## src/rtl/udp_stream_packetizer.sv

```systemverilog
// Slices an unframed AXI-Stream into fixed PKT_WORDS packets, padding stalled packets after a timeout.
// Optional `PACKETIZER_SEQ_HDR_EN prepends a 32-bit big-endian sequence number to every packet.
module udp_stream_packetizer #(
    parameter int          WORD_BYTES     = 1,
    parameter int          PKT_WORDS      = 64,
    parameter int          TIMEOUT_CYCLES = 1024,
    parameter logic [7:0]  PAD_BYTE       = 8'h00
) (
    input  logic                      clk_i,
    input  logic                      rst_i,
    input  logic [WORD_BYTES*8-1:0]   s_axis_tdata_i,
    input  logic                      s_axis_tvalid_i,
    output logic                      s_axis_tready_o,
    output logic [WORD_BYTES*8-1:0]   m_axis_tdata_o,
    output logic                      m_axis_tvalid_o,
    output logic                      m_axis_tlast_o,
    output logic [11:0]               m_axis_tuser_o,
    input  logic                      m_axis_tready_i,
    output logic [15:0]               pkt_count_o,
    output logic [15:0]               pad_count_o
);
    localparam int W       = WORD_BYTES * 8;
    localparam int CW      = $clog2(PKT_WORDS + 1);
    localparam int IW      = (TIMEOUT_CYCLES > 0) ? $clog2(TIMEOUT_CYCLES + 1) : 1;
    localparam int TO_LAST = (TIMEOUT_CYCLES > 0) ? TIMEOUT_CYCLES - 1 : 0;
    localparam logic [CW-1:0] LAST_IDX = CW'(PKT_WORDS - 1);

    typedef enum logic [1:0] {
        S_IDLE,
        S_FILL,
`ifdef PACKETIZER_SEQ_HDR_EN
        S_PAD,
        S_HDR
`else
        S_PAD
`endif
    } state_t;

    state_t          state;
    logic [CW-1:0]   word_cnt;
    logic [IW-1:0]   idle_cnt;
    logic            adv;
    logic            accept;
    logic            idle_tick;
    logic            last_word;

    assign m_axis_tuser_o = 12'(PKT_WORDS);
    assign adv            = !m_axis_tvalid_o || m_axis_tready_i;
    assign last_word      = (word_cnt == LAST_IDX);

`ifdef PACKETIZER_SEQ_HDR_EN
    localparam int HDR_WORDS = 4 / WORD_BYTES;
    localparam logic [CW-1:0] HDR_LAST = CW'(HDR_WORDS - 1);
    logic [31:0]   seq_q;
    logic [31:0]   hdr_shift;
    logic [W-1:0]  hdr_word;
    // Header words leave MSB-first; word_cnt doubles as the header word index.
    assign hdr_shift = seq_q << (W * int'(word_cnt));
    assign hdr_word  = hdr_shift[31 -: W];
    // In IDLE the pending beat only triggers the header; it is taken later in FILL.
    assign s_axis_tready_o = !rst_i && adv && (state == S_FILL);
`else
    assign s_axis_tready_o = !rst_i && adv && (state == S_IDLE || state == S_FILL);
`endif

    assign accept    = s_axis_tvalid_i && s_axis_tready_o;
    assign idle_tick = s_axis_tready_o && !s_axis_tvalid_i;

    always_ff @(posedge clk_i or posedge rst_i) begin
        if (rst_i) begin
            state           <= S_IDLE;
            word_cnt        <= '0;
            idle_cnt        <= '0;
            m_axis_tdata_o  <= '0;
            m_axis_tvalid_o <= 1'b0;
            m_axis_tlast_o  <= 1'b0;
            pkt_count_o     <= '0;
            pad_count_o     <= '0;
`ifdef PACKETIZER_SEQ_HDR_EN
            seq_q           <= '0;
`endif
        end else begin
            // Slice drains by default; any load below overrides this.
            if (m_axis_tvalid_o && m_axis_tready_i)
                m_axis_tvalid_o <= 1'b0;

            case (state)
                S_IDLE: begin
`ifdef PACKETIZER_SEQ_HDR_EN
                    if (s_axis_tvalid_i) begin
                        word_cnt <= '0;
                        state    <= S_HDR;
                    end
`else
                    if (accept) begin
                        m_axis_tdata_o  <= s_axis_tdata_i;
                        m_axis_tvalid_o <= 1'b1;
                        idle_cnt        <= '0;
                        if (PKT_WORDS == 1) begin
                            m_axis_tlast_o <= 1'b1;
                            word_cnt       <= '0;
                            pkt_count_o    <= pkt_count_o + 16'd1;
                        end else begin
                            m_axis_tlast_o <= 1'b0;
                            word_cnt       <= CW'(1);
                            state          <= S_FILL;
                        end
                    end
`endif
                end
                S_FILL: begin
                    if (accept) begin
                        m_axis_tdata_o  <= s_axis_tdata_i;
                        m_axis_tvalid_o <= 1'b1;
                        m_axis_tlast_o  <= last_word;
                        idle_cnt        <= '0;
                        if (last_word) begin
                            word_cnt    <= '0;
                            pkt_count_o <= pkt_count_o + 16'd1;
`ifdef PACKETIZER_SEQ_HDR_EN
                            seq_q       <= seq_q + 32'd1;
`endif
                            state       <= S_IDLE;
                        end else begin
                            word_cnt <= word_cnt + 1'b1;
                        end
                    end else if (TIMEOUT_CYCLES != 0 && idle_tick) begin
                        if (idle_cnt == IW'(TO_LAST)) begin
                            idle_cnt    <= '0;
                            pad_count_o <= pad_count_o + 16'd1;
                            state       <= S_PAD;
                        end else begin
                            idle_cnt <= idle_cnt + 1'b1;
                        end
                    end
                end
                S_PAD: begin
                    if (adv) begin
                        m_axis_tdata_o  <= {WORD_BYTES{PAD_BYTE}};
                        m_axis_tvalid_o <= 1'b1;
                        m_axis_tlast_o  <= last_word;
                        if (last_word) begin
                            word_cnt    <= '0;
                            pkt_count_o <= pkt_count_o + 16'd1;
`ifdef PACKETIZER_SEQ_HDR_EN
                            seq_q       <= seq_q + 32'd1;
`endif
                            state       <= S_IDLE;
                        end else begin
                            word_cnt <= word_cnt + 1'b1;
                        end
                    end
                end
`ifdef PACKETIZER_SEQ_HDR_EN
                S_HDR: begin
                    if (adv) begin
                        m_axis_tdata_o  <= hdr_word;
                        m_axis_tvalid_o <= 1'b1;
                        m_axis_tlast_o  <= 1'b0;
                        word_cnt        <= word_cnt + 1'b1;
                        idle_cnt        <= '0;
                        if (word_cnt == HDR_LAST)
                            state <= S_FILL;
                    end
                end
`endif
                default: state <= S_IDLE;
            endcase
        end
    end
endmodule

```

## config.mk

```make
export PLATFORM = sky130hd
export DESIGN_NAME = udp_stream_packetizer
export DESIGN_NICKNAME = d
export VERILOG_FILES = /design/src/rtl/udp_stream_packetizer.sv
export SDC_FILE = /design/constraint.sdc
export NUM_CORES = 1
export LEC_CHECK = 0
export ABC_AREA = 1
export CAP_MARGIN = 20
export CORE_ASPECT_RATIO = 1.4
export CORE_MARGIN = 2
export CORE_UTILIZATION = 64
export DETAILED_ROUTE_END_ITERATION = 10
export DONT_BUFFER_PORTS = 1
export GPL_TIMING_DRIVEN = 0
export PLACE_DENSITY_LB_ADDON = 0.3
export RECOVER_POWER = 25
export SLEW_MARGIN = 5
export SYNTH_ARGS = -nofsm -noshare
export SYNTH_HDL_FRONTEND = slang
export SYNTH_SLANG_ARGS = --single-unit
```

## constraint.sdc

```tcl
create_clock -name clk_i -period 2.55 [get_ports clk_i]
set_clock_uncertainty 0.1 [all_clocks]
set_input_delay 0.51 -clock clk_i [delete_from_list [all_inputs] [get_ports clk_i]]
set_output_delay 0.51 -clock clk_i [all_outputs]
set_load 0.02 [all_outputs]
```

### Yosys cells after proc, flatten, opt, wreduce, memory -nomap -nowiden

Index checks and enable logic that the tools add are counted.

| cells by class | value |
|---|---|
| $add $sub $neg | 4 |
| equality and inequality tests | 10 |
| mux-type cells | 32 |
| bitwise logic cells | 1 |
| reduce and logical (&&, ||, !) cells | 22 |

Operator list:

| kind | count |
|---|---|
| 16-bit 2-to-1 mux | 3 |
| 11-bit 2-to-1 mux | 4 |
| 16-bit by 1-bit adder with 16-bit output (second input constant) | 2 |
| 16-bit case mux with 2 select lines | 1 |
| 7-bit 2-to-1 mux | 4 |
| 11-bit case mux with 2 select lines | 1 |
| 7-bit case mux with 3 select lines | 1 |
| 8-bit 2-to-1 mux | 2 |
| 8-bit case mux with 2 select lines | 1 |
| 2-bit 2-to-1 mux | 6 |
| 4-bit AND reduction | 3 |
| 11-bit by 1-bit adder with 11-bit output (second input constant) | 1 |
| 11-bit by 10-bit == test with 1-bit output (second input constant) | 1 |
| 3-bit AND reduction | 3 |
| 7-bit by 1-bit adder with 7-bit output (second input constant) | 1 |
| 7-bit by 6-bit == test with 1-bit output (second input constant) | 1 |
| 1-bit 2-to-1 mux | 6 |
| 2-bit inequality test (second input constant) | 3 |
| 2-bit case mux with 3 select lines | 1 |
| 2-bit nonzero test | 3 |
| 1-bit logical AND | 5 |
| 1-bit logical NOT | 3 |
| 3-bit by 2-bit inequality test with 1-bit output (second input constant) | 1 |
| 3-bit inequality test (second input constant) | 1 |
| other kinds (10) | 11 |

| word-level totals | value |
|---|---|
| register bits | 62 |
| bits of input ports | 12 |
| output and inout bits | 55 |
| logic and storage cells | 77 |

### Depth between registers and ports, before layout

| depth | value |
|---|---|
| word-level depth | 8 |
| depth in mapped cells | 12 |
| gate-level depth less buffers | 10 |

### Worst setup path before layout

OpenSTA, ideal clock, no wires.

| timing | value |
|---|---|
| path type | input -> register |
| start point | in rst_i |
| end point | reg idle_cnt[8] |
| library setup time | 0.119 ns |
| data arrival time | 2.255 ns |
| required time | 2.331 ns |
| setup slack | 0.077 ns |
| stages | 7 |
| buffers on the path | 0 |
| cells stage by stage | inv_2 nand2_2 a21oi_4 nand2_2 inv_2 o21ai_1 o21a_1 |

| between the ends | value |
|---|---|
| cells in the longest elaborated chain, start to end | 6 |
| elaborated cells on any way between the ends | 10 |
| those cells by class | 2 x eq/ne; 2 x mux; 6 x reduce/logical |

Ends and longest elaborated chain:

| what | line | text |
|---|---|---|
| from (decl) | 10 | `input logic rst_i,` |
| 1-bit logical NOT (no line) (*) | -- |  |
| 1-bit logical AND (*) (2 in series) | 63 | `assign s_axis_tready_o = !rst_i && adv && (state == S_IDLE \|\| state == S_FILL);` |
| net s_axis_tready_o | 13 | `output logic s_axis_tready_o,` |
| 1-bit logical AND (on tied branches) | 66, 67 |  |
| 3-bit inequality test (no line), or another cell as far along | -- |  |
| 3-bit AND reduction (no line) / 11-bit case mux with 2 select lines (equally long branches) | -- |  |
| to (signal assigned) | 133 | `idle_cnt <= idle_cnt + 1'b1;` |
| to (decl) | 41 | `logic [IW-1:0] idle_cnt;` |

Mark *: on every way through the listed nets, which the timed path passes. The rest lies on a longest branch.
A chain may end at the register's enable or synchronous reset.

### Worst setup path in the final report

| timing | value |
|---|---|
| start point | in rst_i |
| end point | out s_axis_tready_o |

| between the ends | value |
|---|---|
| cells in the longest elaborated chain, start to end | 3 |

Ends and longest elaborated chain:

| what | line |
|---|---|
| 1-bit logical NOT (no line) | -- |
| 1-bit logical AND (2 in series) | 63 |
| to (decl) | 13 |

Every way passes these cells.

==> impl_metrics.tcl <==
set metrics [dict create \
    status "complete, no violations" \
    htreeDepth 3 \
    num_vias 2965 \
    power.share.clock 0.255 \
    die_w_microns 69.0 \
    fp.coreArea_sq_mm 0.00578 \
    synth.most_common_cell "nand2_1" \
    dieArea_sq_mm 0.00656 \
    finalCritPeriodShare 0.859 \
    synth_top_cell_by_area "dfrtp_1" \
    cp-end-kind "output pin" \
    yosys_register_bits 62 \
    drt-pass1-iter-count 4 \
    syn_avg_cell_area_sq_um 8.08 \
    track_usage 0.241 \
    cts_sinks 62 \
    path_clk_slew_ns 0.07 \
    post-place-ws_ns 0.0323 \
    maxCapViolCount 0 \
    critPathMaxFanout 64 \
    synthTopCellsByCount "121 x nand2_1, 62 x dfrtp_1, 50 x inv_1" \
    layout-drive-gt1-share 0.178 \
    layout_min_cycle_time_ns 2.19 \
    ys.flop_type "dfrtp_1" \
    timing.rr.start "state[1]" \
    port_buffers 0 \
    power_w 0.00298 \
    numCtsBuffers 9 \
    swShare 0.405 \
    wire_per_inst_microns 13.3 \
    ys_types 41 \
    pwr-share-seq 0.437 \
    grt_max_degree 65 \
    num_antenna_cells 0 \
    first_global_vias 2956 \
    worstSetupPathType "input pin to output pin" \
    startpoint "rst_i" \
    ys_async_sr_fraction 1.00 \
    worst_slew_pin_slew_ns 0.799 \
    rsz0062_at_grt "no" \
    irDropWorstVdd_uv 903 \
    ctsResizeCount 0 \
    setup_viol 0 \
    root_buffer "clkbuf_8" \
    yosysSeqAreaShare 0.410 \
    critPathArrivalTime_ns 1.58 \
    fin_nets 510 \
    start_kind "input pin" \
    fin_area_sq_mm 0.00408 \
    area_growth_syn_to_layout_pct 7.80 \
    ctsHoldBuffers 0 \
    grt-ovfl-total 0 \
    antenna_found_initial 0 \
    finalMaxSlewViolations 0 \
    drtIter0Drc 178 \
    p_per_area_mw_per_mm2 731 \
    total_leakage_power_nw 2.03 \
    hp-class "input pin to async pin" \
    p_int_w 0.00178 \
    setup_ws_ns 0.360 \
    syn_inst 469 \
    initial_utilization 0.655 \
    relSlewSlack 0.467 \
    power.net_switching_w 0.00121 \
    netlist_area_sq_mm 0.00379 \
    routed_via_density 5.25 \
    hpwl_microns 5530 \
    synthTopCellsByArea "dfrtp_1 41%, nand2_1 12%, xor2_1 5.3%" \
    fin_util 0.706 \
    gp_congestion 0.903 \
    drc 0 \
    rows 33 \
    placed_area_sq_mm 0.00392 \
    max_freq_ghz 0.457 \
    detail-route-antenna-nets 0 \
    clock_latency_ns 0.35 \
    clock_path_buffers 2 \
    ys_warn_count 0 \
    hold_violations 0 \
    power_frac_comb 0.308 \
    synth-edff-count 0 \
    grt_pass1_wl_microns 12700 \
    ios 67 \
    wl_microns 7540 \
    die_h_microns 95.0 \
    post_cts_buffers 0 \
    synth.top_cell.area_share 0.410 \
    cts_tree "done" \
    required_ns 1.94 \
]
-- through the flow --
stage / TNS (ns) / std cells / hold slack, ns
floorplan: 0 / 479 / 0.360
global placement: -9.14 / 549 / 0.376
detailed placement: 0 / 549 / 0.394
CTS: 0 / 565 / 0.119
global route: 0 / 565 / 0.164
finish: 0 / 565 / 0.0952
-- cell families after synthesis --
| logic type | Yosys count | synth area share |
|---|---|---|
| buf+inv | 82 | 0.105 |
| flops | 62 | 0.410 |
| xor+xnor | 31 | 0.0737 |
| simple gates | 238 | 0.309 |
| compound gates | 46 | 0.0743 |
| fa+ha+maj | 8 | 0.0264 |
| other cells | 2 | 0.00198 |
-- layout by cell type (no fill, tap or decap), drive strengths merged, types with 2 or more instances in the layout --
cell type,netlist,routed
a21oi,6,6
clkinv,2,5
buf,18,18
nor2,41,41
conb,2,12
nor3,12,12
o21bai,2,2
nand2,137,137
nand4,11,11
and2,2,2
nand3,32,32
xnor2,8,8
inv,60,60
dfrtp,62,62
xor2,23,23
clkbuf,2,14
o21ai,36,36
nand3b,2,2
ha,8,8
-- critical path, cell delays in order --
cell and delay [ns]:
inv_4 0.55, nand2_2 0.20, a21oi_4 0.28
-- power groups by stage --
stage	Clock [W]	Combinational [W]	Sequential, W
CTS	0.000765	0.000922	0.00130
finish	0.000760	0.000918	0.00130
global placement	0	0.000876	0.00132
global route	0.000814	0.00104	0.00132
detailed placement	0	0.000922	0.00132
floorplan	0	0.000745	0.00129
-- routing by layer --
metal  up-vias  GRT usage  wire length [microns]
li1       1498          -                      -
met1      1375      0.280                   3170
met2        82      0.413                   3760
met3        10     0.0793                    485
met4         0     0.0964                    116
met5         -          0                      0
-- state kept, by name, indices dropped and copies added, names as in the netlist --
signal           flops
idle_cnt            11
pkt_count_o         16
m_axis_tdata_o       8
pad_count_o         16
state                2
m_axis_tvalid_o      1
m_axis_tlast_o       1
word_cnt             7
-- final timing paths --
check | end | slack [ns] | cells after the start
worst max register to register | idle_cnt[8] | 0.47 | 9
worst max-delay path | s_axis_tready_o | 0.36 | 3
worst min-delay path | pkt_count_o[10] | 0.1 | 1
min in group clk_i | m_axis_tdata_o[2] | 0.21 | 2
max in group asynchronous | idle_cnt[10] | 1.73 | 1
worst min register to register | word_cnt[6] | 0.41 | 2
-- layout make-up --
cell class,count,area [sq um]
Buffer,20,158
Sequential cell,62,1550
Fill cell,450,1700
Clock buffer,12,145
Tap cell,70,87.6
Multi-Input combinational cell,335,1880
Inverter,62,243
Clock inverter,4,22.5
Note: power is estimated with default switching activity, not from simulation.
==> RTL edit 1: new RTL, config.mk and constraints unchanged <==
The parameter `TIMEOUT_CYCLES` goes from 1024 to 2048.
--- a/src/rtl/udp_stream_packetizer.sv
+++ b/src/rtl/udp_stream_packetizer.sv
@@ -4,5 +4,5 @@
     parameter int          WORD_BYTES     = 1,
     parameter int          PKT_WORDS      = 64,
-    parameter int          TIMEOUT_CYCLES = 1024,
+    parameter int          TIMEOUT_CYCLES = 2048,
     parameter logic [7:0]  PAD_BYTE       = 8'h00
 ) (
Behaviour: no difference found for any inputs over 4 cycles, from zero or initial values and one cycle with rst_i high; that may be too few to reach the edited logic, so the function may still have changed.
==> RTL edit 1 against the unedited design <==
Global-route usage increased by 1.9 points. Sequential share of layout area decreased by 0.89 points. Sequential cell count increased by 1. Routed wire length increased by 6.9%. Design area increased by 4.0%. Synthesized area increased by 0.86%. Via count increased by 11%. Critical path depth increased by 3. Utilization increased by 2.3 points. Setup slack got worse by 250 ps. Total power increased by 6.7%. Largest cell class unchanged.
==> RTL edit 1: results <==
[cells_and_area]
clkbuf_count = 11
num-multi-input-gates = 372
signal_buffers = 24
largestRegisters = "pad_count_o (16), pkt_count_o (16), idle_cnt (12)"
nonClkBufAreaFrac_pct = 5.037
multi_input_area_sq_um = 1892
final-seq-area_sq_um = 1577
final_cell_count_no_fill = 609
clock_area_share_pct = 5.449

[place]
place_hpwl_mm = 5.945
postPlaceCellArea_sq_um = 3996
dp_slack_ps = 179.5

[drt]
wl_met2_mm = 4.281
first_iter_violations = 150
wl_per_cell_microns = 13.23
wl_met1_mm = 3.297
vias = 3280

[global_routing]
globalRouteMet2Util_pct = 48.16
grt_first_pass_wirelength_mm = 13.67
grt_max_degree = 28
grt_util_met3_pct = 4.757

[clock_network]
cts_hold_buf = 2

[sta]
holdWs_ps = 210.6
finalCritPeriodShare_pct = 95.58

[status]
status = "complete, no violations"

[worst_setup_path]
arrival_ps = 1830
reg2reg_depth = 10

[power_and_ir_drop]
p_leak_nw = 2.121

[synthesis]
synth.top_cells.by_area = "dfrtp_1 41%, nand2_1 16%, inv_1 5.6%"
ys_seq_area_share_pct = 41.27
synth.distinct_cells = 33
netlist_top_cells_count = "160 x nand2_1, 63 x dfrtp_1, 57 x inv_1"

[hold_path]
hp-class = "in -> reg"

[die]
die_w_microns = 69.30
==> RTL edit 1: cell types whose count changed in the layout (fill, tap and decap cells not counted), moves of 3 or more <==
cell      change
nand2_1      +36
o21ai_0      +18
nor2_1       +10
xor2_1        -9
o21ai_1       -8
inv_1         +6
nand3_1       +5
o21ai_2       -5
nand4_1       +4
nor2_2        -4
clkbuf_1      -3
inv_2         -3
nand2_4       -3
nand3_2       -3
==> RTL edit 1: worst max-delay path, stage by stage <==
cell and delay, ps:
dlygate4sd3_1 570, clkinvlp_4 100, buf_12 180, buf_12 210
nand3_4 100, inv_2 150
==> RTL edit 1: logic make-up after synthesis <==
kind of cell             synth area share (%)
AO/OA/AOI/OAI                           6.453
XOR/XNOR                                4.356
adder cells (fa/ha/maj)                 2.620
buffers and inverters                   10.38
flip-flops                              41.27
other                                  0.1966
AND/OR/NAND/NOR                         34.72
==> RTL edit 2: new RTL, same flow settings <==
Without the edit above. One comparison of `idle_cnt` changes from == to >=.
--- a/src/rtl/udp_stream_packetizer.sv
+++ b/src/rtl/udp_stream_packetizer.sv
@@ -126,5 +126,5 @@
                         end
                     end else if (TIMEOUT_CYCLES != 0 && idle_tick) begin
-                        if (idle_cnt == IW'(TO_LAST)) begin
+                        if (idle_cnt >= IW'(TO_LAST)) begin
                             idle_cnt    <= '0;
                             pad_count_o <= pad_count_o + 16'd1;
Formal check against the unedited RTL: no difference found for any inputs over 4 cycles, from zero or initial values and one cycle with rst_i high; that may be too few to reach the edited logic, so the function may still have changed.
==> RTL edit 2 against the unedited design <==
Total power is 16% higher. Count of clock-buffer cells in the layout is 1 higher. Die area fell by 2.3%. Setup slack better by 9.5 ps. Via count increased by 3.8%. Sequential cell count unchanged. Design area decreased by 0.28%. The flow now finishes with violations (hold timing). Worst hold slack got worse by 96 ps. Synthesized area down 2.4%. Global-route usage is 1.7 points higher. Clock power up 33%. Largest power group unchanged. Routed wire length is 0.11% lower.
==> RTL edit 2: results <==
[worst_setup_path]
critPathTopFamily = "buffers and inverters"
arrival_ps = 1570
reg2reg_depth = 10
worst-path-max-fanout = 40
cp-startpoint = "rst_i"
regToRegStartpoint = "state[1]"
regToRegSetupSlack_ps = 570
max_stage_delay_ps = 410
rr_endpoint = "word_cnt[0]"
critPathSlowestCell = "inv_2"

[clock_network]
cts-htree-levels = 3
cts_buffers = 9
cts_resized = 0
cts_setup_buffers = 0

[place]
place_congestion = 0.9150
dp_slack_ps = 173.4
postPlaceCellArea_sq_um = 3837
numPortBuffers = 0
place_hpwl_mm = 5.539
dp_cells = 556

[power_and_ir_drop]
powerClk_mw = 1.01
p_leak_nw = 2.069
combinationalPowerShare_pct = 28.1
ir_drop_mv = 0.6424
p_sw_share_pct = 38.98

[synthesis]
netlist_top_cells_count = "150 x nand2_1, 62 x dfrtp_1, 47 x inv_1"
ys.flop_type = "dfrtp_1"
ys_seq_area_share_pct = 41.99
synth_top_area_share_pct = 41.99
synth.distinct_cells = 32
ys_warn_count = 0
netlist_instances = 477
synth.top_cells.by_area = "dfrtp_1 42%, nand2_1 15%, inv_1 4.8%"

[status]
failed_checks = "hold timing"
status = "finished with violations"

[sta]
timing.final.ws_setup_ps = 369.8
final_hold_viol_count = 5
max-slew-margin-rel_pct = 61.42
tns_ps = 0
holdWs_ps = -1.301

[drt]
wl_met1_mm = 3.050
wl_met2_mm = 3.880
drt_pass1_iterations = 7
wl_met3_microns = 440
wl_per_cell_microns = 13.17
avgViaCountPerCell = 5.383
first_iter_violations = 237
topRoutingLayerUsed = "met4"

[cells_and_area]
final_cell_count_no_fill = 572
antenna_cells = 0
fill_cells = 391
final_nets = 519
drive_above_1_share_pct = 15.48

[global_routing]
grt_max_degree = 41
grt_pass1_vias = 2837
globalRouteMet2Util_pct = 43.20
grtUsageTotal_pct = 25.77
grt_util_met3_pct = 5.516
met1_usage_pct = 31.28
grt_first_pass_wirelength_mm = 12.52
[RTL edit 2: cell types whose count changed after synthesis, sizes merged, moves of 3 or more]
cell and delta:
inv -3, xnor2 -4, nand2 +21, nand3 -5
xor2 -6, nor2 +8
[RTL edit 2: cell families after synthesis]
group                    after synthesis  share of synthesized area (%)
buffers and inverters                 76                          10.13
AO/OA/AOI/OAI                         46                          6.333
flip-flops                            62                          41.99
AND/OR/NAND/NOR                      262                          33.05
XOR/XNOR                              21                          5.588
adder cells (fa/ha/maj)                8                          2.709
other                                  2                         0.2033
[RTL edit 2: cell type report]
cell class                 count  area share (%)
buffer                        19           3.749
clock inverter                 3           1.598
tap                           68           2.090
clock buffer                  13           4.149
inverter                      57           5.439
timing repair buffer           1          0.4917
sequential                    62           38.11
multi-input combinational    349           44.38
[RTL edit 2: through the flow]
stage	total power, mW	utilization [%]
6_report	3.466	73.69
3_3_place_gp	2.416	69.09
5_1_grt	3.691	73.69
3_5_place_dp	2.466	69.45
4_1_cts	3.487	73.69
2_1_floorplan	2.245	-
